File: config.mk
export PLATFORM = sky130hd
export DESIGN_NAME = uart_cfg
export DESIGN_NICKNAME = d
export VERILOG_FILES = /design/src/rtl/uart_cfg.sv
export SDC_FILE = /design/constraint.sdc
export NUM_CORES = 1
export LEC_CHECK = 0
export ABC_AREA = 1
export BUFFER_PORTS_ARGS = -buffer_cell sky130_fd_sc_hd__buf_4
export CAP_MARGIN = 20
export CORE_AREA = 2 2 108 110
export CTS_CLUSTER_DIAMETER = 30
export DETAILED_ROUTE_END_ITERATION = 7
export DIE_AREA = 0 0 110 112
export GPL_ROUTABILITY_DRIVEN = 0
export PLACE_DENSITY = 0.61
export REMOVE_ABC_BUFFERS = 1
export SLEW_MARGIN = 30
export SYNTH_ARGS = -nofsm -noshare
export SYNTH_HDL_FRONTEND = slang
export SYNTH_SLANG_ARGS = --single-unit
File: constraint.sdc
create_clock -name clk -period 6.2 [get_ports clk]
set_clock_uncertainty 0.2 [all_clocks]
set_input_delay 1.24 -clock clk [delete_from_list [all_inputs] [get_ports clk]]
set_output_delay 1.24 -clock clk [all_outputs]
set_load 0.02 [all_outputs]
File: src/rtl/uart_cfg.sv
`default_nettype none
// +--------------------------------------------------------------------------+
// | Module     : uart_cfg                                                    |
// | Description: Parametrised full-duplex UART. Configurable data width,     |
// |              stop bits and RX oversampling, start-bit glitch rejection,  |
// |              RX FIFO with per-word error flags and a sticky overrun.     |
// | Option     : define UART_PARITY_EN to add a parity bit (even, or odd    |
// |              when PARITY_ODD=1) in both directions.                      |
// | Ports      : clk, reset_n (sync, active-low)                            |
// |              serial_rxd / serial_txd      - serial pins, idle high       |
// |              txd, txd_strobe, txd_ready   - transmit word handshake      |
// |              rxd, rxd_valid, rxd_ack      - FIFO head (fall-through)     |
// |              rx_frame_err, rx_parity_err  - head word error flags        |
// |              rx_overrun, rx_count         - sticky drop flag, occupancy  |
// | Revision   : 1.0 - initial release                                       |
// +--------------------------------------------------------------------------+
module uart_cfg #(
    parameter int DATA_BITS     = 8,
    parameter int DIVISOR       = 40,
    parameter int OVERSAMPLE    = 4,
    parameter int STOP_BITS     = 1,
    parameter int RX_FIFO_DEPTH = 4,
    parameter int PARITY_ODD    = 0
) (
    input  logic                           clk,
    input  logic                           reset_n,
    input  logic                           serial_rxd,
    output logic                           serial_txd,
    input  logic [DATA_BITS-1:0]           txd,
    input  logic                           txd_strobe,
    output logic                           txd_ready,
    output logic [DATA_BITS-1:0]           rxd,
    output logic                           rxd_valid,
    input  logic                           rxd_ack,
    output logic                           rx_frame_err,
    output logic                           rx_parity_err,
    output logic                           rx_overrun,
    output logic [$clog2(RX_FIFO_DEPTH):0] rx_count
);

`ifdef UART_PARITY_EN
    localparam int PAR_BITS = 1;
`else
    localparam int PAR_BITS = 0;
`endif
    localparam int TX_BITS  = 1 + DATA_BITS + PAR_BITS + STOP_BITS;
    localparam int TX_SH_W  = TX_BITS - 1;          // everything after the start bit
    localparam int ENTRY_W  = DATA_BITS + 1 + PAR_BITS;
    localparam int TICK_DIV = DIVISOR / OVERSAMPLE;
    localparam int TMR_W    = $clog2(DIVISOR);
    localparam int TXB_W    = $clog2(TX_BITS);
    localparam int TICK_W   = $clog2(TICK_DIV + 1);
    localparam int OS_W     = $clog2(OVERSAMPLE);
    localparam int RXB_W    = $clog2(DATA_BITS);
    localparam int PTR_W    = $clog2(RX_FIFO_DEPTH);
    localparam int CNT_W    = PTR_W + 1;

    localparam logic [TMR_W-1:0]  TMR_MAX   = TMR_W'(DIVISOR - 1);
    localparam logic [TXB_W-1:0]  TX_LAST   = TXB_W'(TX_BITS - 1);
    localparam logic [TICK_W-1:0] TICK_MAX  = TICK_W'(TICK_DIV - 1);
    localparam logic [OS_W-1:0]   OS_MAX    = OS_W'(OVERSAMPLE - 1);
    localparam logic [OS_W-1:0]   OS_HALF   = OS_W'(OVERSAMPLE / 2 - 1);
    localparam logic [RXB_W-1:0]  DB_LAST   = RXB_W'(DATA_BITS - 1);
    localparam logic [CNT_W-1:0]  FIFO_FULL = CNT_W'(RX_FIFO_DEPTH);

    if (DATA_BITS < 5 || DATA_BITS > 9 || (DIVISOR % OVERSAMPLE) != 0 ||
        !(OVERSAMPLE == 4 || OVERSAMPLE == 8 || OVERSAMPLE == 16) ||
        STOP_BITS < 1 || STOP_BITS > 2 || RX_FIFO_DEPTH < 2 ||
        (RX_FIFO_DEPTH & (RX_FIFO_DEPTH - 1)) != 0 ||
        PARITY_ODD < 0 || PARITY_ODD > 1) begin : g_param_check
        $error("uart_cfg: illegal parameter combination");
    end

    // ------------------------------------------------------------------ TX
    logic               txd_q, tx_ready_q, tx_busy_q;
    logic [TX_SH_W-1:0] tx_shift_q, tx_load_d;
    logic [TMR_W-1:0]   tx_tmr_q;
    logic [TXB_W-1:0]   tx_bit_q;

    // Bits following the start bit: data LSB first, optional parity, stop bits.
    always_comb begin
        tx_load_d                  = '1;
        tx_load_d[DATA_BITS-1:0]   = txd;
`ifdef UART_PARITY_EN
        tx_load_d[DATA_BITS]       = (^txd) ^ (PARITY_ODD != 0);
`endif
    end

    always_ff @(posedge clk) begin
        if (!reset_n) begin
            txd_q      <= 1'b1;
            tx_ready_q <= 1'b0;
            tx_busy_q  <= 1'b0;
            tx_shift_q <= '1;
            tx_tmr_q   <= '0;
            tx_bit_q   <= '0;
        end else if (tx_busy_q) begin
            if (tx_tmr_q == TMR_MAX) begin
                tx_tmr_q <= '0;
                if (tx_bit_q == TX_LAST) begin
                    tx_busy_q  <= 1'b0;
                    tx_ready_q <= 1'b1;
                    txd_q      <= 1'b1;
                end else begin
                    tx_bit_q   <= tx_bit_q + 1'b1;
                    txd_q      <= tx_shift_q[0];
                    tx_shift_q <= {1'b1, tx_shift_q[TX_SH_W-1:1]};
                end
            end else begin
                tx_tmr_q <= tx_tmr_q + 1'b1;
            end
        end else if (tx_ready_q && txd_strobe) begin
            txd_q      <= 1'b0;             // start bit on the cycle after the strobe
            tx_shift_q <= tx_load_d;
            tx_busy_q  <= 1'b1;
            tx_ready_q <= 1'b0;
            tx_tmr_q   <= '0;
            tx_bit_q   <= '0;
        end else begin
            tx_ready_q <= 1'b1;             // first idle cycle after reset release
        end
    end

    assign serial_txd = txd_q;
    assign txd_ready  = tx_ready_q;

    // ------------------------------------------------------------------ RX
    typedef enum logic [2:0] {
        RX_IDLE      = 3'd0,
        RX_START     = 3'd1,
        RX_DATA      = 3'd2,
        RX_PARITY    = 3'd3,
        RX_STOP      = 3'd4,
        RX_WAIT_HIGH = 3'd5
    } rx_state_e;

    rx_state_e            rx_state_q;
    logic [1:0]           sync_q;
    logic [TICK_W-1:0]    tick_cnt_q;
    logic                 tick_q;
    logic [OS_W-1:0]      rx_os_q;
    logic [RXB_W-1:0]     rx_bit_q;
    logic [DATA_BITS-1:0] rx_data_q;
    logic                 rx_push_q;
    logic [ENTRY_W-1:0]   rx_entry_q;
    logic                 rx_bit;
`ifdef UART_PARITY_EN
    logic                 rx_par_err_q;
`endif

    assign rx_bit = sync_q[1];

    // Synchroniser and free-running sample tick; the tick is not aligned to frames.
    always_ff @(posedge clk) begin
        if (!reset_n) begin
            sync_q     <= 2'b11;
            tick_cnt_q <= '0;
            tick_q     <= 1'b0;
        end else begin
            sync_q <= {sync_q[0], serial_rxd};
            if (tick_cnt_q == TICK_MAX) begin
                tick_cnt_q <= '0;
                tick_q     <= 1'b1;
            end else begin
                tick_cnt_q <= tick_cnt_q + 1'b1;
                tick_q     <= 1'b0;
            end
        end
    end

    always_ff @(posedge clk) begin
        if (!reset_n) begin
            rx_state_q <= RX_IDLE;
            rx_os_q    <= '0;
            rx_bit_q   <= '0;
            rx_data_q  <= '0;
            rx_push_q  <= 1'b0;
            rx_entry_q <= '0;
`ifdef UART_PARITY_EN
            rx_par_err_q <= 1'b0;
`endif
        end else begin
            rx_push_q <= 1'b0;
            if (tick_q) begin
                case (rx_state_q)
                    RX_IDLE: begin
                        if (!rx_bit) begin
                            rx_state_q <= RX_START;
                            rx_os_q    <= '0;
                        end
                    end
                    RX_START: begin
                        // Re-check half a bit later; a high line means a glitch.
                        if (rx_os_q == OS_HALF) begin
                            rx_os_q    <= '0;
                            rx_bit_q   <= '0;
                            rx_state_q <= rx_bit ? RX_IDLE : RX_DATA;
                        end else begin
                            rx_os_q <= rx_os_q + 1'b1;
                        end
                    end
                    RX_DATA: begin
                        if (rx_os_q == OS_MAX) begin
                            rx_os_q   <= '0;
                            rx_data_q <= {rx_bit, rx_data_q[DATA_BITS-1:1]};
                            if (rx_bit_q == DB_LAST) begin
`ifdef UART_PARITY_EN
                                rx_state_q <= RX_PARITY;
`else
                                rx_state_q <= RX_STOP;
`endif
                            end else begin
                                rx_bit_q <= rx_bit_q + 1'b1;
                            end
                        end else begin
                            rx_os_q <= rx_os_q + 1'b1;
                        end
                    end
`ifdef UART_PARITY_EN
                    RX_PARITY: begin
                        if (rx_os_q == OS_MAX) begin
                            rx_os_q      <= '0;
                            rx_par_err_q <= rx_bit ^ (^rx_data_q) ^ (PARITY_ODD != 0);
                            rx_state_q   <= RX_STOP;
                        end else begin
                            rx_os_q <= rx_os_q + 1'b1;
                        end
                    end
`endif
                    RX_STOP: begin
                        if (rx_os_q == OS_MAX) begin
                            rx_os_q   <= '0;
                            rx_push_q <= 1'b1;
`ifdef UART_PARITY_EN
                            rx_entry_q <= {rx_par_err_q, ~rx_bit, rx_data_q};
`else
                            rx_entry_q <= {~rx_bit, rx_data_q};
`endif
                            // A low stop bit may be a break: wait for idle before rearming.
                            rx_state_q <= rx_bit ? RX_IDLE : RX_WAIT_HIGH;
                        end else begin
                            rx_os_q <= rx_os_q + 1'b1;
                        end
                    end
                    RX_WAIT_HIGH: begin
                        if (rx_bit) begin
                            rx_state_q <= RX_IDLE;
                        end
                    end
                    default: rx_state_q <= RX_IDLE;
                endcase
            end
        end
    end

    // --------------------------------------------------------------- FIFO
    logic [ENTRY_W-1:0] fifo_mem [RX_FIFO_DEPTH];
    logic [PTR_W-1:0]   wr_ptr_q, rd_ptr_q;
    logic [CNT_W-1:0]   rx_count_q;
    logic               overrun_q;
    logic               fifo_full, fifo_pop, fifo_wr;
    logic [ENTRY_W-1:0] head;

    assign fifo_full = (rx_count_q == FIFO_FULL);
    assign fifo_pop  = rxd_ack && (rx_count_q != '0);
    // When full, a same-cycle pop frees the slot the push lands in.
    assign fifo_wr   = rx_push_q && (!fifo_full || fifo_pop);

    always_ff @(posedge clk) begin
        if (fifo_wr) begin
            fifo_mem[wr_ptr_q] <= rx_entry_q;
        end
    end

    always_ff @(posedge clk) begin
        if (!reset_n) begin
            wr_ptr_q   <= '0;
            rd_ptr_q   <= '0;
            rx_count_q <= '0;
            overrun_q  <= 1'b0;
        end else begin
            if (fifo_wr) begin
                wr_ptr_q <= wr_ptr_q + 1'b1;
            end
            if (fifo_pop) begin
                rd_ptr_q <= rd_ptr_q + 1'b1;
            end
            case ({fifo_wr, fifo_pop})
                2'b10:   rx_count_q <= rx_count_q + 1'b1;
                2'b01:   rx_count_q <= rx_count_q - 1'b1;
                default: rx_count_q <= rx_count_q;
            endcase
            if (rx_push_q && !fifo_wr) begin
                overrun_q <= 1'b1;
            end else if (fifo_pop) begin
                overrun_q <= 1'b0;
            end
        end
    end

    assign head         = fifo_mem[rd_ptr_q];
    assign rxd          = head[DATA_BITS-1:0];
    assign rx_frame_err = head[DATA_BITS];
`ifdef UART_PARITY_EN
    assign rx_parity_err = head[DATA_BITS+1];
`else
    assign rx_parity_err = 1'b0;
`endif
    assign rxd_valid    = (rx_count_q != '0);
    assign rx_count     = rx_count_q;
    assign rx_overrun   = overrun_q;

endmodule
`default_nettype wire

# After elaboration in Yosys (flattened, before gate mapping)
# Memory sizes are Yosys's and may differ from the RTL's. A register that Yosys moved wholly into a read port is not among the register bits.
# Index checks and enable logic that the tools add are counted.
[word_totals] register_bits=63 ram_bits=36 in_bits=13 output_inout_bits=17 word_cells=128 n_memories=1
[memory_table] memory="fifo_mem" words=4 width=9 read_ports=1 rd_clocked_by_memory_dff=1 write_ports=1 line_no="257" source="logic [ENTRY_W-1:0] fifo_mem [RX_FIFO_DEPTH];"
[op_classes] addsub=9 eq_ne=23 n_mux=49 bitwise_logic=2 reduce_logical=25
[ops] op="9-bit 2-to-1 mux" count=4
[ops] op="3-bit 2-to-1 mux" count=10
[ops] op="1-bit 2-to-1 mux" count=18
[ops] op="6-bit 2-to-1 mux" count=3
[ops] op="4-bit 2-to-1 mux" count=4
[ops] op="2-bit != test (second input constant)" count=8
[ops] op="3-bit one-hot mux with 5 select lines" count=1
[ops] op="3-bit AND reduction" count=5
[ops] op="3-bit equality test (second input constant)" count=4
[ops] op="2-bit 2-to-1 mux" count=6
[ops] op="3-bit one-hot mux with 2 select lines" count=2
[ops] op="4-bit by 1-bit adder with 4-bit output (second input constant)" count=2
[ops] op="4-bit equality test (second input constant)" count=2
[ops] op="2-bit nonzero test" count=4
[ops] op="7-bit AND reduction" count=1
[ops] op="2-bit by 1-bit adder with 2-bit output (second input constant)" count=3
[ops] op="3-bit by 1-bit adder with 3-bit output (second input constant)" count=2
[ops] op="6-bit by 1-bit adder with 6-bit output (second input constant)" count=1
[ops] op="6-bit equality test (second input constant)" count=1
[ops] op="2-bit one-hot mux with 3 select lines" count=1
[ops] op="3-bit nonzero test" count=2
[ops] op="5-bit AND reduction" count=1
[ops] op="2-bit by 1-bit equality test with 1-bit output (second input constant)" count=2
[ops] op="2-bit equality test (second input constant)" count=2
[ops] op="other kinds (11)" count=19

# Longest topological paths before layout
# Gate-level depths: netlist of run 1.
[logic_depth] ltp_word=7 depth_mapped=11 ltp_nobuf=11

# Least setup slack after synthesis of run 1
# OpenSTA, ideal clock, no wires.
[synth_path] kind="input to register" startpoint="in rxd_ack" endpoint="reg rx_count_q[2] (netlist: rx_count[2])" setup_ns=0.122 arrival_time_ns=2.543 required_time_ns=5.878 path_slack_ns=3.335 cell_stages=10 n_path_buf=0 path_cell_list="inv_1 nand3_1 nand2_1 ha_1 inv_1 fa_1 a21oi_1 o21ai_0 o21ai_0 a21oi_1"
[synth_via] elab_chain_len=5 elab_cells_between_ends=7 classes_between="eq/ne: 2; mux: 1; reduce/logical: 4"
[synth_lines] element="start, declared" line_no="34" source="input logic rxd_ack,"
[synth_lines] element="1-bit logical AND *" line_no="265" source="assign fifo_pop = rxd_ack && (rx_count_q != '0);"
[synth_lines] element="1-bit logical OR" line_no="267" source="assign fifo_wr = rx_push_q && (!fifo_full || fifo_pop);"
[synth_lines] element="1-bit logical AND" line_no="267"
[synth_lines] element="2-bit by 1-bit equality test with 1-bit output or 2-bit equality test (tied branches)" line_no="288" source="case ({fifo_wr, fifo_pop})"
[synth_lines] element="3-bit one-hot mux with 2 select lines or 2-bit nonzero test (tied branches)"
[synth_lines] element="end signal, assigned" line_no="289" source="2'b10: rx_count_q <= rx_count_q + 1'b1;"
[synth_lines] element="end signal, assigned" line_no="290" source="2'b01: rx_count_q <= rx_count_q - 1'b1;"
[synth_lines] element="end signal, assigned" line_no="291" source="default: rx_count_q <= rx_count_q;"
[synth_lines] element="end, declared" line_no="259" source="logic [CNT_W-1:0] rx_count_q;"
# Every way passes the cells marked *; elsewhere a longest branch is shown, timed or not.
# A chain may end at the register's enable or synchronous reset.

==> results.tsv, run 1 <==
stage	metric	value	unit
detailed_routing	viasPerCell	4.84	
yosys	syn-instance-count	511	
clock_network	cts_resized	0	
clock_network	clock_path_buffers	2	
yosys	ys_ff_latch	100	
floorplan	die_x	110	microns
yosys	synthFlopType	dfxtp_1	
sta	min_period	3400	ps
yosys	synth_top_area_share	29.2	%
floorplan	ios	30	
placed_design	post-dp-hpwl	5440	microns
worst_hold_path	hp-class	flop to flop	
global_route	track_usage	14.1	%
power_and_ir_drop	power_density	273	nW/um^2
sta	drv_slew	0	
yosys	synth_top_cell_by_area	dfxtp_1	
cells_and_area	areaGrowthSynthToFinish	12.7	%
power_and_ir_drop	fin_total_pwr	1.35	mW
detailed_routing	drcViolationCount	0	
clock_network	cts_num_sinks	100	
clock_network	cts_max_level	3	
outcome	status	completed	
worst_setup_path	startpoint_type	flop	
sta	final_hold_viol_count	0	
sta	setup_ws	2800	ps
sta	tns	0	ps
floorplan	core	11200	sq um
cells_and_area	layout.cells.non_filler	679	
global_route	grt_overflow	0	
cells_and_area	antennaDiodeCount	0	
clock_network	cts_made_buffers	9	
floorplan	dieArea	12300	sq um
sta	tightest_slew	922	ps
placed_design	post-place-ws	3040	ps
floorplan	std_cell_rows	39	
cells_and_area	drive_above_1_share	11.4	%
global_route	grt_pass1_vias	3125	
sta	setup_viol	0	
clock_network	insertion_delay	340	ps
global_route	grt_pass1_wl	13900	microns
cells_and_area	nFillCells	1091	
sta	holdWs	224	ps
yosys	ys_seq_area_share	53.8	%
yosys	yosys-top-cells-count	nand2_1, dfxtp_1, nor2_1	
flow_run	drv_cap	0	
power_and_ir_drop	leakage	1.90	nW
clock_network	clk_pin_slew_worst_paths	70	ps
worst_setup_path	arrival	1960	ps
yosys	synth.avg_cell_area	8.59	sq um
worst_setup_path	worstSetupPathType	flop to primary output	
detailed_routing	wl	8070	microns
floorplan	die_h	112	microns
sta	rsz0062_at_grt	false	
sta	slew_headroom	38.3	%
clock_network	cts_hold_buf	0	
global_route	antenna_found_initial	0	
clock_network	post-cts-setup-buffers	0	
sta	fmax	294	MHz
worst_setup_path	crit_required	4760	ps
detailed_routing	wl_per_cell	11.9	microns
yosys	ys.warnings.count	0	
yosys	yosysUniqueCellTypes	36	
cells_and_area	nNetsFinal	560	
yosys	async_flop_share	0	%
sta	post-route-period-util	54.9	%
yosys	syn_area	4390	sq um
detailed_routing	drtIter0Drc	129	
power_and_ir_drop	max-vdd-ir-drop	121	uV
placed_design	numPortBuffers	28	
detailed_routing	drt_pass1_iterations	4	
floorplan	start_util	39.3	%
detailed_routing	antenna_left	0	
placed_design	place_inst	663	
yosys	synth_edf_count	36	
global_route	grt_max_degree	40	
worst_setup_path	cp_max_fo	19	
worst_setup_path	r2r-start	tx_busy_q	
worst_hold_path	hold_path_startpoint	sync_q[0]	
clock_network	root_buffer	clkbuf_16	
yosys	yosysMostFrequentCell	nand2_1	
worst_setup_path	worstSetupEndpointType	primary output	
detailed_routing	vias	3289	
clock_network	cts_tree	built	
yosys	synthTopCellsByArea	dfxtp_1, edfxtp_1, nand2_1	
report_power, final:
group	switching [mW]	leakage (nW)	internal, mW
registers	0.0203	0.777	0.692
logic	0.0666	0.987	0.0397
clock network	0.253	0.134	0.278
total	0.340	1.90	1.01
final timing paths:
kind | to | slack [ps] | cells past startpoint
worst max-delay path | rxd[0] | 2800 | 4
worst min-delay path | sync_q[1] | 220 | 1
worst max register to register | tx_bit_q[3] | 3890 | 5
worst min register to register | sync_q[1] | 220 | 1
stage by stage:
step	utilization (%)	instance area, sq um
2_1_floorplan	-	4270
3_5_place_dp	41.7	4660
5_1_grt	44.3	4950
3_3_place_gp	41.7	4660
4_1_cts	44.3	4950
6_report	44.3	4950
worst max-delay path: stages, from the launching register on:
cell,delay (ps)
dfxtp_1,690
inv_1,400
o21ai_0,260
o22ai_1,110
buf_4,170
per-layer routing:
metal | wire length (microns) | GRT usage (%) | vias up
met5 | 0 | 0 | -
met1 | 3820 | 17.0 | 1516
met2 | 3950 | 24.2 | 41
li1 | - | - | 1724
met4 | 76 | 5.65 | 0
met3 | 217 | 2.75 | 8
flip-flops by register name (all words and copies together) (netlist names), 2 cells and up, named ones only:
signal and flops:
tx_tmr_q 6, rx_state_q 3, rx_os_q 2, rx_data_q 8
rx_entry_q 9, tx_shift_q 8, tx_bit_q 4, rd_ptr_q 2
sync_q 2, wr_ptr_q 2, rx_count 3, rx_bit_q 3
tick_cnt_q 4, fifo_mem 36
cell usage in the layout, fill, tap and decap left out, types with 2 or more instances in the layout:
cell	count
o211ai_1	3
nand2_2	2
nand2_1	105
inv_6	2
inv_2	2
nor2_1	55
clkinvlp_4	2
nor2_4	2
xnor2_1	2
nand3_2	2
inv_1	52
edfxtp_1	36
a21oi_1	42
dfxtp_1	64
o21ai_0	38
nor2_2	4
buf_4	28
nand3_1	45
o22ai_1	9
ha_1	15
clkbuf_16	9
or2_2	2
cells by family (layout without fill, tap and decap cells):
kind of cell             Yosys count  after routing  share of synthesized area, %
adder cells (fa/ha/maj)           16             16                          4.73
XOR/XNOR                           3              3                         0.599
other                              1              1                        0.0854
AND/OR/NAND/NOR                  223            223                          22.1
AO/OA/AOI/OAI                     95             95                          11.4
buffers and inverters             73             98                          7.24
flip-flops                       100            100                          53.8
final cells by class:
| cell class | instances | area (sq um) | area share (%) |
|---|---|---|---|
| tap | 143 | 179 | 3.62 |
| inverter | 54 | 203 | 4.10 |
| clock inverter | 7 | 57.6 | 1.16 |
| multi-input combinational | 338 | 1710 | 34.6 |
| sequential | 100 | 2360 | 47.8 |
| clock buffer | 9 | 225 | 4.55 |
| timing repair buffer | 28 | 210 | 4.25 |
(Power assumes the default switching activity.)
==> run 2, diff against run 1 <==
Settings changed: ABC_AREA 1 to 0, CORE_AREA 2 2 108 110 to 2 2 107 109, DIE_AREA 0 0 110 112 to 0 0 109 111, PLACE_DENSITY 0.61 to 0.63.
Clock period 6.2 ns to 3 ns, I/O delays scaled along.
==> run 2 against run 1 <==
Compared with the run above:
- non-clock buffer count increased by 6
- clock-buffer cell count unchanged
- flip-flop and latch count unchanged
- clock power increased by 130%
- highest routed layer unchanged
- setup slack got worse by 2400 ps
- die area decreased by 1.8%
- utilization increased by 0.56 points
- via count decreased by 15%
==> results.tsv, run 2 <==
stage	metric	value	unit
placed_design	numPortBuffers	28	
clock_network	insertion_delay	330	ps
sta	tightest_slew	730	ps
clock_network	root_buffer	clkbuf_16	
floorplan	ios	30	
cells_and_area	largest_register_ffs	36	
yosys	synth.avg_cell_area	11.6	sq um
worst_hold_path	hp-class	flop to flop	
floorplan	dieArea	12100	sq um
clock_network	cts_tree	built	
yosys	syn-instance-count	371	
cells_and_area	layout_commonest_cell	dfxtp_1	
power_and_ir_drop	seqPwrFrac	51.4	%
yosys	synth_edf_count	36	
detailed_routing	drcViolationCount	0	
cells_and_area	top_regs	fifo_mem (36), rx_entry_q (9)	
clock_network	clk_pin_slew_worst_paths	70	ps
sta	slew_headroom	51.3	%
clock_network	cts_resized	0	
outcome	status	completed	
sta	rsz0062_at_grt	false	
power_and_ir_drop	comb_power_share	3.5	%
power_and_ir_drop	switching_share	20.6	%
power_and_ir_drop	clkPwrFrac	45.1	%
yosys	yosysMostFrequentCell	dfxtp_1	
yosys	synth_top_cell_by_area	dfxtp_1	
global_route	antenna_found_initial	0	
cells_and_area	layout.cells.non_filler	544	
worst_setup_path	cp_max_fo	9	
flow_run	drv_cap	0	
global_route	track_usage	12.9	%
cells_and_area	drive_above_1_share	15.7	%
worst_setup_path	arrival	1800	ps
sta	drv_slew	0	
detailed_routing	viasPerCell	5.12	
placed_design	post-dp-hpwl	4960	microns
floorplan	std_cell_rows	39	
worst_setup_path	r2r_cells	9	
clock_network	cts_hold_buf	0	
yosys	ys.warnings.count	0	
yosys	syn_area	4300	sq um
power_and_ir_drop	p_sw	0.568	mW
worst_setup_path	worstSetupEndpointType	primary output	
cells_and_area	regMostFlops	fifo_mem	
placed_design	place_inst	528	
global_route	grt_max_degree	38	
yosys	synthFlopType	dfxtp_1	
clock_network	cts_num_sinks	100	
yosys	ys_ff_latch	100	
global_route	grt_pass1_wl	12600	microns
power_and_ir_drop	max-vdd-ir-drop	373	uV
detailed_routing	wl	7360	microns
yosys	async_flop_share	0	%
power_and_ir_drop	power_density	556	nW/um^2
sta	final_hold_viol_count	0	
worst_setup_path	crit_required	2200	ps
worst_hold_path	min_path_cells	1	
detailed_routing	vias	2785	
power_and_ir_drop	leakage	1.70	nW
sta	post-route-period-util	86.7	%
clock_network	cts_max_level	3	
detailed_routing	wl_per_cell	13.5	microns
detailed_routing	antenna_left	0	
yosys	yosys-top-cells-count	dfxtp_1, nor2_1, edfxtp_1	
floorplan	die_x	109	microns
yosys	yosysUniqueCellTypes	58	
cells_and_area	layout_common_cells	dfxtp_1, nor2_1, edfxtp_1	
yosys	ys_seq_area_share	55.0	%
cells_and_area	antennaDiodeCount	0	
sta	setup_ws	400	ps
cells_and_area	areaGrowthSynthToFinish	15.5	%
floorplan	start_util	38.8	%
detailed_routing	drtIter0Drc	122	
cells_and_area	nFillCells	987	
worst_setup_path	startpoint_type	flop	
cells_and_area	nNetsFinal	425	
yosys	synth_top_area_share	29.8	%
sta	fmax	385	MHz
power_and_ir_drop	power.internal	2.19	mW
clock_network	clock_path_buffers	2	
yosys	synthTopCellsByArea	dfxtp_1, edfxtp_1, mux2i_1	
global_route	grt_pass1_vias	2735	
floorplan	core	11100	sq um
sta	setup_viol	0	
floorplan	die_h	111	microns
sta	min_period	2600	ps
detailed_routing	drt_pass1_iterations	4	
clock_network	post-cts-setup-buffers	0	
placed_design	post-place-ws	231	ps
global_route	grt_overflow	0	
sta	tns	0	ps
clock_network	cts_made_buffers	9	
worst_setup_path	worstSetupPathType	flop to primary output	
[run 2: changes by cell type in the layout (fill, tap and decap cells not counted), moves of 10 or more]
cell / change
nand3_1: -38
a21oi_1: -28
o21ai_0: -31
nor3_1: +10
nor2_1: -17
inv_1: -38
nand2_1: -84
mux2i_1: +28
[run 2: cell type report]
class                           instances  area [sq um]  share of cell area [%]
Inverter                               15          56.3                    1.13
Multi-Input combinational cell        236          1780                    35.9
Clock inverter                          7           106                    2.14
Timing Repair Buffer                   34           255                    5.14
Tap cell                              143           179                    3.60
Sequential cell                       100          2360                    47.6
Clock buffer                            9           225                    4.54
[run 2: final timing paths]
kind                             startpoint           to  slack, ps
worst max-delay path                   flop       rxd[4]        400
worst min-delay path              sync_q[0]    sync_q[1]        230
worst max register to register  rx_count[0]  rx_count[2]        550
worst min register to register    sync_q[0]    sync_q[1]        230
[run 2: worst max-delay path, stage by stage (launching register included)]
cell and delay (ps):
dfxtp_1 710, mux4_2 580, buf_4 170
[run 2: per-stage QoR]
step / area (sq um) / util [%] / power, mW / hold WS, ps
6_report: 4960 / 44.8 / 2.76 / 235
5_1_grt: 4960 / 44.8 / 2.86 / 237
4_1_cts: 4960 / 44.8 / 2.79 / 239
3_3_place_gp: 4630 / 41.8 / 1.54 / 208
2_1_floorplan: 4200 / - / 1.51 / 186
3_5_place_dp: 4630 / 41.8 / 1.55 / 227
[run 2: cell families (layout without fill, tap and decap cells)]
logic type / after synthesis / count (layout) / synth area share [%]
simple gates: 123 / 123 / 15.4
xor+xnor: 7 / 7 / 1.43
compound gates: 51 / 51 / 8.15
fa+ha+maj: 16 / 16 / 4.83
flops: 100 / 100 / 55.0
mux: 38 / 38 / 11.5
other cells: 1 / 1 / 0.0873
buf+inv: 35 / 65 / 3.61
[run 2: per-layer routing]
layer | up-vias | track usage (%) | share of wire [%]
met5 | - | 0 | 0
met4 | 0 | 3.85 | 1.4
met1 | 1339 | 16.5 | 47
met2 | 34 | 21.7 | 49
li1 | 1402 | - | -
met3 | 10 | 2.65 | 2.3
[run 2: power by group through the flow]
stage          Combinational (mW)  Sequential [mW]  Clock, mW
6_report                   0.0959             1.42       1.24
5_1_grt                     0.108             1.42       1.33
4_1_cts                    0.0972             1.42       1.28
3_5_place_dp               0.0968             1.45          0
3_3_place_gp               0.0942             1.45          0
2_1_floorplan              0.0491             1.46          0
